==> src/rtl/apb_lb_pkg.sv <==
// Shared types and default configuration for the APB to local-bus bridge.
package apb_lb_pkg;

  localparam int unsigned DefAddrW         = 12;
  localparam int unsigned DefDataW         = 32;
  localparam int unsigned DefTimeoutCycles = 256;

  typedef enum logic [1:0] {
    IDLE = 2'd0,
    REQ  = 2'd1,
    RESP = 2'd2
  } state_e;

endpackage

==> src/rtl/apb_lb_bridge_if.sv <==
// APB completer and local-bus requester signal bundle for apb_lb_bridge.
// The slave modport is the bridge's view; master is the environment's view.
interface apb_lb_bridge_if
  import apb_lb_pkg::*;
#(
  parameter int unsigned ADDR_W = DefAddrW,
  parameter int unsigned DATA_W = DefDataW,
  parameter int unsigned STRB_W = DATA_W / 8
);

  // APB side
  logic              psel;
  logic              penable;
  logic              pwrite;
  logic [ADDR_W-1:0] paddr;
  logic [DATA_W-1:0] pwdata;
  logic [STRB_W-1:0] pstrb;
  logic [DATA_W-1:0] prdata;
  logic              pready;
  logic              pslverr;

  // Local-bus side
  logic [ADDR_W-1:0] lb_addr;
  logic [DATA_W-1:0] lb_wdata;
  logic [STRB_W-1:0] lb_wstrb;
  logic              lb_wen;
  logic              lb_wready;
  logic              lb_ren;
  logic [DATA_W-1:0] lb_rdata;
  logic              lb_rvalid;

  modport slave (
    input  psel, penable, pwrite, paddr, pwdata, pstrb,
    output prdata, pready, pslverr,
    output lb_addr, lb_wdata, lb_wstrb, lb_wen, lb_ren,
    input  lb_wready, lb_rdata, lb_rvalid
  );

  modport master (
    output psel, penable, pwrite, paddr, pwdata, pstrb,
    input  prdata, pready, pslverr,
    input  lb_addr, lb_wdata, lb_wstrb, lb_wen, lb_ren,
    output lb_wready, lb_rdata, lb_rvalid
  );

endinterface

==> src/rtl/apb_lb_timeout.sv <==
// Local-bus response watchdog: counts cycles while enabled and pulses
// o_expire on the TIMEOUT_CYCLES-th enabled cycle since the last clear.
module apb_lb_timeout
  import apb_lb_pkg::*;
#(
  parameter int unsigned TIMEOUT_CYCLES = DefTimeoutCycles
) (
  input  logic pclk,
  input  logic preset,
  input  logic i_en,
  input  logic i_clr,
  output logic o_expire
);

  localparam int unsigned CntW = $clog2(TIMEOUT_CYCLES + 1);

  logic [CntW-1:0] r_cnt;

  assign o_expire = i_en && (r_cnt == CntW'(TIMEOUT_CYCLES - 1));

  // Count enabled cycles; hold once expired so the count never wraps.
  always_ff @(posedge pclk or posedge preset) begin
    if (preset) begin
      r_cnt <= '0;
    end else if (i_clr) begin
      r_cnt <= '0;
    end else if (i_en && !o_expire) begin
      r_cnt <= r_cnt + CntW'(1);
    end
  end

endmodule

==> src/rtl/apb_lb_bridge.sv <==
// APB4 completer that turns each transfer into one local-bus request and
// stretches the access phase until the local bus answers. Misaligned
// addresses are rejected with pslverr without touching the local bus.
// Optional LB response timeout: define APB_LB_BRIDGE_TIMEOUT_EN.
module apb_lb_bridge
  import apb_lb_pkg::*;
#(
  parameter int unsigned ADDR_W         = DefAddrW,
  parameter int unsigned DATA_W         = DefDataW,
  parameter int unsigned STRB_W         = DATA_W / 8,
  parameter int unsigned TIMEOUT_CYCLES = DefTimeoutCycles
) (
  input  logic           pclk,
  input  logic           preset,
  apb_lb_bridge_if.slave bus
);

  localparam int unsigned AlignW = $clog2(STRB_W);

  state_e            r_state, w_state_nxt;
  logic [ADDR_W-1:0] r_addr, w_addr_nxt;
  logic [DATA_W-1:0] r_wdata, w_wdata_nxt;
  logic [STRB_W-1:0] r_wstrb, w_wstrb_nxt;
  logic              r_wen, w_wen_nxt;
  logic              r_ren, w_ren_nxt;
  logic              r_pready, w_pready_nxt;
  logic              r_pslverr, w_pslverr_nxt;
  logic [DATA_W-1:0] r_prdata, w_prdata_nxt;

  logic w_misaligned;
  logic w_tmo_clr;
  logic w_expire;

  assign w_misaligned = |bus.paddr[AlignW-1:0];

`ifdef APB_LB_BRIDGE_TIMEOUT_EN
  apb_lb_timeout #(
    .TIMEOUT_CYCLES(TIMEOUT_CYCLES)
  ) u_timeout (
    .pclk    (pclk),
    .preset  (preset),
    .i_en    (r_state == REQ),
    .i_clr   (w_tmo_clr),
    .o_expire(w_expire)
  );
`else
  // Without the watchdog REQ waits for the local bus indefinitely.
  logic w_unused_tmo;
  assign w_unused_tmo = w_tmo_clr ^ (TIMEOUT_CYCLES != 0);
  assign w_expire     = 1'b0;
`endif

  // Next-state and registered-output decode.
  always_comb begin
    w_state_nxt   = r_state;
    w_addr_nxt    = r_addr;
    w_wdata_nxt   = r_wdata;
    w_wstrb_nxt   = r_wstrb;
    w_wen_nxt     = r_wen;
    w_ren_nxt     = r_ren;
    w_pready_nxt  = 1'b0;
    w_pslverr_nxt = 1'b0;
    w_prdata_nxt  = '0;
    w_tmo_clr     = 1'b0;

    unique case (r_state)
      IDLE: begin
        if (bus.psel && !bus.penable) begin
          w_addr_nxt  = bus.paddr;
          w_wdata_nxt = bus.pwdata;
          w_wstrb_nxt = bus.pwrite ? bus.pstrb : '0;
          if (w_misaligned) begin
            w_state_nxt   = RESP;
            w_pready_nxt  = 1'b1;
            w_pslverr_nxt = 1'b1;
          end else begin
            w_state_nxt = REQ;
            w_wen_nxt   = bus.pwrite;
            w_ren_nxt   = !bus.pwrite;
            w_tmo_clr   = 1'b1;
          end
        end
      end
      REQ: begin
        // A response in the expiry cycle takes precedence over the timeout.
        if (r_wen && bus.lb_wready) begin
          w_state_nxt  = RESP;
          w_wen_nxt    = 1'b0;
          w_pready_nxt = 1'b1;
        end else if (r_ren && bus.lb_rvalid) begin
          w_state_nxt  = RESP;
          w_ren_nxt    = 1'b0;
          w_pready_nxt = 1'b1;
          w_prdata_nxt = bus.lb_rdata;
        end else if (w_expire) begin
          w_state_nxt   = RESP;
          w_wen_nxt     = 1'b0;
          w_ren_nxt     = 1'b0;
          w_pready_nxt  = 1'b1;
          w_pslverr_nxt = 1'b1;
        end
      end
      RESP: begin
        w_state_nxt = IDLE;
      end
      default: begin
        w_state_nxt = IDLE;
        w_wen_nxt   = 1'b0;
        w_ren_nxt   = 1'b0;
      end
    endcase
  end

  // State and output registers; reset abandons any LB request in flight.
  always_ff @(posedge pclk or posedge preset) begin
    if (preset) begin
      r_state   <= IDLE;
      r_addr    <= '0;
      r_wdata   <= '0;
      r_wstrb   <= '0;
      r_wen     <= 1'b0;
      r_ren     <= 1'b0;
      r_pready  <= 1'b0;
      r_pslverr <= 1'b0;
      r_prdata  <= '0;
    end else begin
      r_state   <= w_state_nxt;
      r_addr    <= w_addr_nxt;
      r_wdata   <= w_wdata_nxt;
      r_wstrb   <= w_wstrb_nxt;
      r_wen     <= w_wen_nxt;
      r_ren     <= w_ren_nxt;
      r_pready  <= w_pready_nxt;
      r_pslverr <= w_pslverr_nxt;
      r_prdata  <= w_prdata_nxt;
    end
  end

  assign bus.prdata   = r_prdata;
  assign bus.pready   = r_pready;
  assign bus.pslverr  = r_pslverr;
  assign bus.lb_addr  = r_addr;
  assign bus.lb_wdata = r_wdata;
  assign bus.lb_wstrb = r_wstrb;
  assign bus.lb_wen   = r_wen;
  assign bus.lb_ren   = r_ren;

endmodule
==> src/flat_wrapper.sv <==
// flat-port wrapper written by rule: the top's interface ports become plain ports
module apb_lb_bridge_flat import apb_lb_pkg::*;
#(
  parameter int unsigned ADDR_W         = DefAddrW,
  parameter int unsigned DATA_W         = DefDataW,
  parameter int unsigned STRB_W         = DATA_W / 8,
  parameter int unsigned TIMEOUT_CYCLES = DefTimeoutCycles
)
  (pclk, preset, bus_psel, bus_penable, bus_pwrite, bus_paddr, bus_pwdata, bus_pstrb, bus_prdata, bus_pready, bus_pslverr, bus_lb_addr, bus_lb_wdata, bus_lb_wstrb, bus_lb_wen, bus_lb_ren, bus_lb_wready, bus_lb_rdata, bus_lb_rvalid);
  apb_lb_bridge_if #(.ADDR_W(ADDR_W), .DATA_W(DATA_W), .STRB_W(STRB_W)) bus_i ();
  input  logic pclk;
  input  logic preset;
  input wire logic [$bits(bus_i.psel)-1:0] bus_psel;
  input wire logic [$bits(bus_i.penable)-1:0] bus_penable;
  input wire logic [$bits(bus_i.pwrite)-1:0] bus_pwrite;
  input wire logic [$bits(bus_i.paddr)-1:0] bus_paddr;
  input wire logic [$bits(bus_i.pwdata)-1:0] bus_pwdata;
  input wire logic [$bits(bus_i.pstrb)-1:0] bus_pstrb;
  output wire logic [$bits(bus_i.prdata)-1:0] bus_prdata;
  output wire logic [$bits(bus_i.pready)-1:0] bus_pready;
  output wire logic [$bits(bus_i.pslverr)-1:0] bus_pslverr;
  output wire logic [$bits(bus_i.lb_addr)-1:0] bus_lb_addr;
  output wire logic [$bits(bus_i.lb_wdata)-1:0] bus_lb_wdata;
  output wire logic [$bits(bus_i.lb_wstrb)-1:0] bus_lb_wstrb;
  output wire logic [$bits(bus_i.lb_wen)-1:0] bus_lb_wen;
  output wire logic [$bits(bus_i.lb_ren)-1:0] bus_lb_ren;
  input wire logic [$bits(bus_i.lb_wready)-1:0] bus_lb_wready;
  input wire logic [$bits(bus_i.lb_rdata)-1:0] bus_lb_rdata;
  input wire logic [$bits(bus_i.lb_rvalid)-1:0] bus_lb_rvalid;
  assign bus_i.psel = bus_psel;
  assign bus_i.penable = bus_penable;
  assign bus_i.pwrite = bus_pwrite;
  assign bus_i.paddr = bus_paddr;
  assign bus_i.pwdata = bus_pwdata;
  assign bus_i.pstrb = bus_pstrb;
  assign bus_prdata = bus_i.prdata;
  assign bus_pready = bus_i.pready;
  assign bus_pslverr = bus_i.pslverr;
  assign bus_lb_addr = bus_i.lb_addr;
  assign bus_lb_wdata = bus_i.lb_wdata;
  assign bus_lb_wstrb = bus_i.lb_wstrb;
  assign bus_lb_wen = bus_i.lb_wen;
  assign bus_lb_ren = bus_i.lb_ren;
  assign bus_i.lb_wready = bus_lb_wready;
  assign bus_i.lb_rdata = bus_lb_rdata;
  assign bus_i.lb_rvalid = bus_lb_rvalid;
  apb_lb_bridge #(.ADDR_W(ADDR_W), .DATA_W(DATA_W), .STRB_W(STRB_W), .TIMEOUT_CYCLES(TIMEOUT_CYCLES)) u_core (.pclk(pclk), .preset(preset), .bus(bus_i));
endmodule
==> config.mk <==
export PLATFORM = sky130hd
export DESIGN_NAME = apb_lb_bridge_flat
export DESIGN_NICKNAME = d
export VERILOG_FILES = /design/src/rtl/apb_lb_pkg.sv /design/src/rtl/apb_lb_bridge_if.sv /design/src/rtl/apb_lb_timeout.sv /design/src/rtl/apb_lb_bridge.sv /design/src/flat_wrapper.sv
export SDC_FILE = /design/constraint.sdc
export NUM_CORES = 1
export LEC_CHECK = 0
export BUFFER_PORTS_ARGS = -buffer_cell sky130_fd_sc_hd__buf_2
export CAP_MARGIN = 15
export CORE_UTILIZATION = 44
export CTS_BUF_LIST = sky130_fd_sc_hd__clkbuf_16
export CTS_CLUSTER_DIAMETER = 40
export DETAILED_ROUTE_END_ITERATION = 12
export GPL_TIMING_DRIVEN = 0
export MAX_ROUTING_LAYER = met4
export PLACE_DENSITY = 0.82
export SLEW_MARGIN = 15
export SYNTH_ARGS = -nofsm -noshare
export SYNTH_HDL_FRONTEND = slang
export SYNTH_SLANG_ARGS = --single-unit
==> constraint.sdc <==
create_clock -name pclk -period 2.7 [get_ports pclk]
set_input_delay 0.27 -clock pclk [delete_from_list [all_inputs] [get_ports pclk]]
set_output_delay 0.27 -clock pclk [all_outputs]
set_load 0.05 [all_outputs]
### Word level (Yosys, flattened, before mapping)

Index checks and enable logic that the tools add are counted.

| word-level totals | value |
|---|---|
| bits in registers | 86 |
| latch bits | 0 |
| bits in writable memories | 0 |
| ROM bits | 0 |
| word-level logic and storage cells | 53 |
| memories kept | 0 |

| cells by class | value |
|---|---|
| add/sub/neg operators | 0 |
| $mul | 0 |
| div/mod/pow operators | 0 |
| $lt $le $gt $ge | 0 |
| equal/unequal tests | 8 |
| shift-type cells | 0 |
| mux-type cells | 24 |
| bitwise logic cells | 1 |
| reduce and logical (&&, ||, !) cells | 11 |

Operators with widths:

| cell | number |
|---|---|
| $mux W32 | 3 |
| $mux W1 | 12 |
| $mux W2 | 4 |
| $ne A2 B1 Y1 const B | 3 |
| $pmux W1 S3 | 2 |
| $reduce_and A5 Y1 | 1 |
| $mux W4 | 1 |
| $ne A2 B2 Y1 const B | 2 |
| $pmux W2 S2 | 1 |
| $reduce_and A2 Y1 | 2 |
| $reduce_and A4 Y1 | 1 |
| $logic_and A1 B1 Y1 | 3 |
| $ne A3 B1 Y1 const B | 1 |
| $eq A2 B1 Y1 const B | 1 |
| $eq A2 B2 Y1 const B | 1 |
| $logic_not A1 Y1 | 2 |
| $logic_not A2 Y1 | 1 |
| $pmux W1 S2 | 1 |
| $reduce_or A2 Y1 | 1 |
| $not A1 Y1 | 1 |

### Depth between registers and ports, before layout

Gate-level depths: netlist of the first run.

| logic depth | value |
|---|---|
| word-level depth | 4 |
| mapped depth | 4 |

### Worst setup path before layout of the first run

OpenSTA, ideal clock, no wires.

| timing path | value |
|---|---|
| kind | register to register |
| start | reg u_core.r_state[1] |
| end | reg u_core.r_addr[10] (netlist: u_core.bus.lb_addr[10]) |
| setup time | 125 ps |
| arrival time | 1515 ps |
| required time | 2575 ps |
| path slack | 1060 ps |
| stages on the path, launching flop included | 4 |
| path buffers | 1 |
| cell sequence | dfrtp_1 > nor4b_4 > buf_6 > mux2_2 |

| between the ends | value |
|---|---|
| cells in the longest elaborated chain, start to end | 2 |

Ends and longest elaborated chain:

| item | line | RTL |
|---|---|---|
| start: declaration | apb_lb_bridge.sv:20 | `state_e r_state, w_state_nxt;` |
| start signal: assignment | apb_lb_bridge.sv:127 | `r_state <= w_state_nxt;` |
| $logic_not A2 Y1 | apb_lb_bridge.sv:66 | `unique case (r_state)` |
| $reduce_and A2 Y1 (no source line) | -- |  |
| end signal: assignment | apb_lb_bridge.sv:128 | `r_addr <= w_addr_nxt;` |
| end: declaration | apb_lb_bridge.sv:21 | `logic [ADDR_W-1:0] r_addr, w_addr_nxt;` |

No other way between the ends.
A chain may end at the register's enable or synchronous reset.

### Worst setup path in the final report of the first run

| timing path | value |
|---|---|
| start | reg u_core.r_state[1] |
| end | reg u_core.r_wdata[6] (netlist: u_core.bus.lb_wdata[6]) |

| between the ends | value |
|---|---|
| cells in the longest elaborated chain, start to end | 2 |

Ends and longest elaborated chain:

| item | line | RTL |
|---|---|---|
| $logic_not A2 Y1 | apb_lb_bridge.sv:66 |  |
| $reduce_and A2 Y1 (no source line) | -- |  |
| end signal: assignment | apb_lb_bridge.sv:129 | `r_wdata <= w_wdata_nxt;` |
| end: declaration | apb_lb_bridge.sv:22 | `logic [DATA_W-1:0] r_wdata, w_wdata_nxt;` |

No other way between the ends.

==> summary.md, run 1 <==
| Metric | Value |
|---|---|
| Post-synthesis to final-layout area growth | `42.8%` |
| Bufs on Longest Clock Path | `2` |
| Average instance area after synthesis | `~15 um^2` |
| Element type at the critical path end | `flop` |
| Post-detailed-route wirelength per cell | `13.5 um` |
| Yosys synthesis warning count | `0` |
| Count of state elements after synthesis | `86` |
| Detailed-routing iteration count for the pre-antenna-repair pass | `4` |
| Height of the chip | `a little under 90 um` |
| Portion of the clock cycle consumed by the worst path in the final layout | `69.8%` |
| Routability-driven placement congestion ratio | `0.830` |
| Core area | `6870 um^2` |
| Worst setup path class | `flop to flop` |
| Worst-case headroom to the max-slew limit | `between 50 and 60%` |
| Hold Violations, Final | `0` |
| Total cell area at the placement stage | `approximately 4200 um^2` |
| Clock Sinks | `86` |
| Setup total negative slack | `0 ps` |
| Number of DRC markers in iteration 0 | `48` |
| Number of max-slew violations in the final report | `0` |
| Number of synthesized flops with an enable pin | `0` |
| All-layer global routing usage | `between 10% and 20%` |
| Power density over the cells | `1290 nW/um^2` |
| Worst supply voltage drop on vdd | `around 0.47 mV` |
| Maximum capacitance violations | `0` |
| WP data required | `about 2900 ps` |
| First-pass GRT wire length | `slightly above 10000 um` |
| RSZ-0062 raised after global routing | `no` |
| Clock period minus worst slack | `between 1500 and 2000 ps` |
| Predominant post-synthesis flop cell | `sky130_fd_sc_hd__dfrtp_1` |
| Clock transition at the register clock pins on the worst setup and hold paths after CTS | `approximately 60 ps` |
| Achievable frequency | `0.530 GHz` |
| Portion of the post-synthesis area used by sequential elements | `approximately 68%` |
| Count of buffers inserted at the top-level ports | `170` |
| Leakage power | `about 2.4 nW` |
| Clock Root Buffer | `sky130_fd_sc_hd__clkbuf_16` |
| Proportion of layout cells with a drive suffix above 1 | `~60%` |
| Vias per cell | `around 4.6` |
| Top Ports | `around 170` |
| Synthesized instance count | `205` |
| X dimension of the die | `approximately 87 um` |
| Final setup viols | `0` |
| Number of cells in the design after placement | `between 400 and 500` |
| HPWL Detailed | `a little over 5000 um` |
| Post-CTS setup buffers | `0` |
| Largest net degree at the start of global routing | `62` |
| Class of the most critical hold timing path | `input pin to flop` |
| Final nets | `around 480` |
| Via count of the first global-routing pass | `~2200` |
| Critical path fanouts, max | `10` |
| Asr flop ratio synth | `100%` |
| DIE AREA | `7510 um^2` |
| DRT Wirelength | `6610 um` |
| Data arrival, critical path | `~2100 ps` |
| Effective utilization at floorplan | `roughly 46%` |
| Worst skew pair latency | `approximately 320 ps` |
| Status | `finished, final reports clean` |
| Total non-filler cell area in the finished layout | `4510 um^2` |
| CTS buffer count | `9` |
| Initial antenna violation count | `1` |
| Clock tree from TritonCTS | `done` |
| DR vias | `2226` |
| Slew @ Worst Pin | `roughly 700 ps` |
| CP Launch Type | `flop` |
| DRC violation count after routing | `0` |
| Yosys cell types | `23` |
| Antenna-violating nets left | `0` |
| Final cell count without fillers | `489` |
| Syn Nets | `292` |
| Maximum level of the CTS H-tree | `3` |
| Clk_skew | `about 6.6 ps` |
| Cell area after synthesis | `around 3200 um^2` |
| Row count | `30` |
| Final Total Pwr | `slightly below 6 mW` |
| Total gr overflow | `0` |
## cell usage in the layout (no fill, tap or decap), drive strengths merged, types with 2 or more instances in the layout
cell type,synthesis,routed
mux2,44,44
o21a,3,3
buf,5,176
inv,7,7
clkbuf,3,12
nor2,2,2
nand2,2,2
and2,32,32
clkinv,0,3
o21ai,4,4
dfrtp,86,86
a21oi,2,2
nor4b,3,3
nand3,4,4
bufinv,0,3
## through the flow
| stage | utilization [%] | setup WS [ps] | hold WS (ps) |
|---|---|---|---|
| floorplan | - | 208 | 399 |
| global placement | 60.1 | -615 | 465 |
| detailed placement | 60.5 | 810 | 266 |
| CTS | 65.6 | 799 | 137 |
| global route | 65.6 | 735 | 132 |
| finish | 65.6 | 814 | 147 |
## routing by layer
layer	track usage, %	routed length (um)
met5	-	0
met4	8.48	99
met3	5.33	498
met2	31.0	3310
met1	22.1	2700
## what timing repair did
item	CTS	global route
gates resized for setup	0	0
hold endpoints to repair	25	0
hold buffers	1	0
## final timing paths
path / startpoint / end / slack [ps] / cells past startpoint
worst max-delay path: u_core.r_state[1]$_DFFE_PP0P_ / u_core.bus.lb_wdata[6]$_DFFE_PP0P_ / 810 / 3
worst min-delay path: bus_lb_rdata[10] / u_core.bus.prdata[10]$_DFF_PP0_ / 150 / 2
worst max register to register: u_core.r_state[1]$_DFFE_PP0P_ / u_core.bus.lb_wdata[6]$_DFFE_PP0P_ / 810 / 3
worst min register to register: u_core.bus.lb_addr[7]$_DFFE_PP0P_ / u_core.bus.lb_addr[7]$_DFFE_PP0P_ / 480 / 1
max in group asynchronous: preset / u_core.bus.prdata[22]$_DFF_PP0_ / 1650 / 4
min in group asynchronous: preset / u_core.bus.lb_wdata[18]$_DFFE_PP0P_ / 470 / 3
## registers in the layout (all words and copies together) (netlist names)
register,flops
u_core.bus.prdata,32
u_core.r_state,2
u_core.bus.lb_ren,1
u_core.bus.lb_wen,1
u_core.bus.lb_wstrb,4
u_core.bus.pslverr,1
u_core.bus.lb_addr,12
u_core.bus.lb_wdata,32
u_core.bus.pready,1
## power by group
group | switching, mW | internal, mW | total (mW)
registers | 0.210 | 1.69 | 1.90
logic | 1.85 | 0.688 | 2.54
clock network | 0.471 | 0.898 | 1.37
total | 2.53 | 3.28 | 5.81
## cells by family (layout without fill, tap and decap cells)
| family | after synthesis | count (layout) | share of synthesized area [%] |
|---|---|---|---|
| buf+inv | 15 | 202 | 2.97 |
| compound gates | 13 | 13 | 2.70 |
| mux | 45 | 45 | 16.0 |
| other cells | 0 | 1 | 0 |
| flops | 86 | 86 | 68.2 |
| simple gates | 46 | 46 | 10.1 |
## worst max-delay path: stages, from the launching register on
cell and delay (ps):
sky130_fd_sc_hd__dfrtp_1 490, sky130_fd_sc_hd__nor4b_4 680, sky130_fd_sc_hd__buf_6 250, sky130_fd_sc_hd__mux2_2 340
## cells in the mapped netlist, types with 3 or more instances
cell                       count  share of area [%]
sky130_fd_sc_hd__dfrtp_1      86                 68
sky130_fd_sc_hd__mux2_2       41                 15
sky130_fd_sc_hd__and2_1       32                6.3
sky130_fd_sc_hd__inv_1         7               0.83
sky130_fd_sc_hd__buf_6         5                1.8
sky130_fd_sc_hd__nand3_1       4               0.63
sky130_fd_sc_hd__o21ai_0       4               0.63
sky130_fd_sc_hd__clkbuf_1      3               0.36
sky130_fd_sc_hd__mux2_1        3                1.1
sky130_fd_sc_hd__o21a_1        3               0.71
## area by class of cell
type | count | area [um^2]
diodes | 1 | 2.50
flip-flops and latches | 86 | 2150
plain buffers | 8 | 67.6
inverters | 7 | 28.8
well taps | 96 | 120
fillers | 537 | 2360
repair buffers | 172 | 888
clock inverters | 6 | 111
clock buffers | 9 | 225
multi-input cells | 104 | 910
Power figures use the tool's default switching activity.
==> run 2: changes to the inputs <==
Settings changed: CORE_UTILIZATION 44 to 40, PLACE_DENSITY 0.82 to 0.79.
Clock period 2.7 ns to 1.6 ns, I/O delays scaled along.
==> run 2 against run 1 <==
Sequential power up 69%. Via count up 1.3%. Sequential cell count unchanged. Power up 64%. Die area up 9.8%. Largest cell class unchanged. Largest power group unchanged.
==> summary.md, run 2 (synthesis gave the netlist of run 1 again) <==
| Metric | Value |
|---|---|
| Slew @ Worst Pin | `between 400 and 500 ps` |
| Core area | `~7700 um^2` |
| Clock tree from TritonCTS | `done` |
| Post-detailed-route wirelength per cell | `12.8 um` |
| Proportion of layout cells with a drive suffix above 1 | `between 60 and 70%` |
| Bufs on Longest Clock Path | `2` |
| DRT Wirelength | `roughly 6400 um` |
| DR vias | `2254` |
| Antenna-violating nets left | `0` |
| Via count of the first global-routing pass | `around 2300` |
| Post-synthesis to final-layout area growth | `43.9%` |
| First-pass GRT wire length | `approximately 10000 um` |
| Final nets | `about 480` |
| Final Core Density | `between 50% and 60%` |
| Achievable frequency | `around 0.65 GHz` |
| Clock Root Buffer | `sky130_fd_sc_hd__clkbuf_16` |
| Initial antenna violation count | `0` |
| Total non-filler cell area in the finished layout | `4540 um^2` |
| Clock transition at the register clock pins on the worst setup and hold paths after CTS | `roughly 60 ps` |
| Effective utilization at floorplan | `between 40% and 50%` |
| Total cell area at the placement stage | `between 4000 and 5000 um^2` |
| Setup total negative slack | `0 ps` |
| Worst skew pair latency | `roughly 320 ps` |
| Hold Violations, Final | `0` |
| Count of buffers inserted at the top-level ports | `170` |
| Detailed-routing iteration count for the pre-antenna-repair pass | `4` |
| Class of the most critical hold timing path | `input pin to flop` |
| Most common cell after layout, fill and taps aside | `sky130_fd_sc_hd__buf_2` |
| Commonest non-fill, non-tap cells in the layout | `170 x sky130_fd_sc_hd__buf_2, 84 x sky130_fd_sc_hd__dfrtp_1, 39 x sky130_fd_sc_hd__mux2_2, 32 x sky130_fd_sc_hd__and2_1, 9 x sky130_fd_sc_hd__clkbuf_16` |
| Vias per cell | `around 4.5` |
| Worst hold-check slack | `roughly 36 ps` |
| Worst supply voltage drop on vdd | `0.657 mV` |
| Largest net degree at the start of global routing | `26` |
| Element type at the critical path end | `flop` |
| Top Ports | `approximately 170` |
| HPWL Detailed | `between 5000 and 6000 um` |
| Antenna cells | `0` |
| Power density over the cells | `approximately 2100 nW/um^2` |
| DRC violation count after routing | `0` |
| CTS buffer count | `9` |
| DIE AREA | `~8200 um^2` |
| Portion of the clock cycle consumed by the worst path in the final layout | `a little over nine tenths` |
| Critical path fanouts, max | `10` |
| Height of the chip | `~91 um` |
| CP Launch Type | `flop` |
| Final setup viols | `0` |
| Worst-case headroom to the max-slew limit | `69.6%` |
| Data arrival, critical path | `1740 ps` |
| Reg2Reg Depth | `4` |
| Routability-driven placement congestion ratio | `0.686` |
| X dimension of the die | `~91 um` |
| Worst setup path class | `flop to flop` |
| Leakage power | `between 2 and 2.5 nW` |
| Clock period minus worst slack | `~1500 ps` |
| Worst slack at placement | `-253 ps` |
| Clk_skew | `7.05 ps` |
| Cell depth of the worst min-delay path | `2` |
| Clock Sinks | `86` |
| WP data required | `approximately 1800 ps` |
| Status | `finished, final reports clean` |
| Row count | `32` |
| Maximum capacitance violations | `0` |
| Total gr overflow | `0` |
| All-layer global routing usage | `roughly 17%` |
| Number of DRC markers in iteration 0 | `57` |
| Maximum level of the CTS H-tree | `3` |
| Number of max-slew violations in the final report | `0` |
| Worst setup margin | `65.1 ps` |
[run 2: cell types whose count changed in the layout (fill, tap and decap cells not counted), sizes merged]
cell,previous run,this run
buf,176,180
bufinv,3,1
clkinv,3,2
clkinvlp,0,3
diode,1,0
inv,7,8
[run 2: area by class of cell]
class / instances / area [um^2]
fillers: 652 / 3150
flip-flops and latches: 86 / 2150
repair buffers: 176 / 951
multi-input cells: 104 / 917
clock buffers: 9 / 225
well taps: 102 / 128
plain buffers: 8 / 71.3
clock inverters: 7 / 65.1
inverters: 7 / 30.0
[run 2: worst paths after layout]
path | start | to | slack, ps
hold / removal | bus_lb_rdata[13] | u_core.bus.prdata[13]$_DFF_PP0_ | 40
hold reg to reg | u_core.bus.lb_addr[5]$_DFFE_PP0P_ | u_core.bus.lb_addr[5]$_DFFE_PP0P_ | 490
setup / recovery | u_core.r_state[0]$_DFFE_PP0P_ | u_core.bus.lb_addr[8]$_DFFE_PP0P_ | 70
max in group asynchronous | preset | u_core.r_state[1]$_DFFE_PP0P_ | 340
setup reg to reg | u_core.r_state[0]$_DFFE_PP0P_ | u_core.bus.lb_addr[8]$_DFFE_PP0P_ | 70
min in group asynchronous | preset | u_core.bus.lb_addr[7]$_DFFE_PP0P_ | 410
[run 2: power breakdown]
group | total (mW) | switching, mW | internal (mW)
clock | 1.98 | 0.786 | 1.20
combinational | 4.32 | 3.12 | 1.20
sequential | 3.22 | 0.356 | 2.86
[run 2: routing by layer]
metal | routed length (um) | global-route usage [%]
met5 | 0 | -
met4 | 89 | 6.48
met1 | 2550 | 19.1
met2 | 3240 | 28.0
met3 | 517 | 4.55
[run 2: through the flow]
| stage | instances | power [mW] |
|---|---|---|
| after floorplan | 205 | 6.55 |
| final | 499 | 9.52 |
| after global placement | 477 | 7.46 |
| after CTS | 499 | 9.63 |
| after detailed placement | 480 | 7.60 |
| after global routing | 499 | 9.97 |
[run 2: critical path, cell delays in order, from the launching register on]
cell	delay (ps)
sky130_fd_sc_hd__dfrtp_2	450
sky130_fd_sc_hd__nor4b_4	280
sky130_fd_sc_hd__buf_4	190
sky130_fd_sc_hd__buf_6	150
sky130_fd_sc_hd__mux2_2	350
[run 2: timing repair]
action / 4_1_cts / 5_1_grt
hold endpoints to repair: 17 / 0
resized for setup: 1 / 6
pin swaps: 1 / 1
buffers inserted: 2 / 0
endpoints found under the setup margin: 60 / 70
hold buffers: 1 / 0
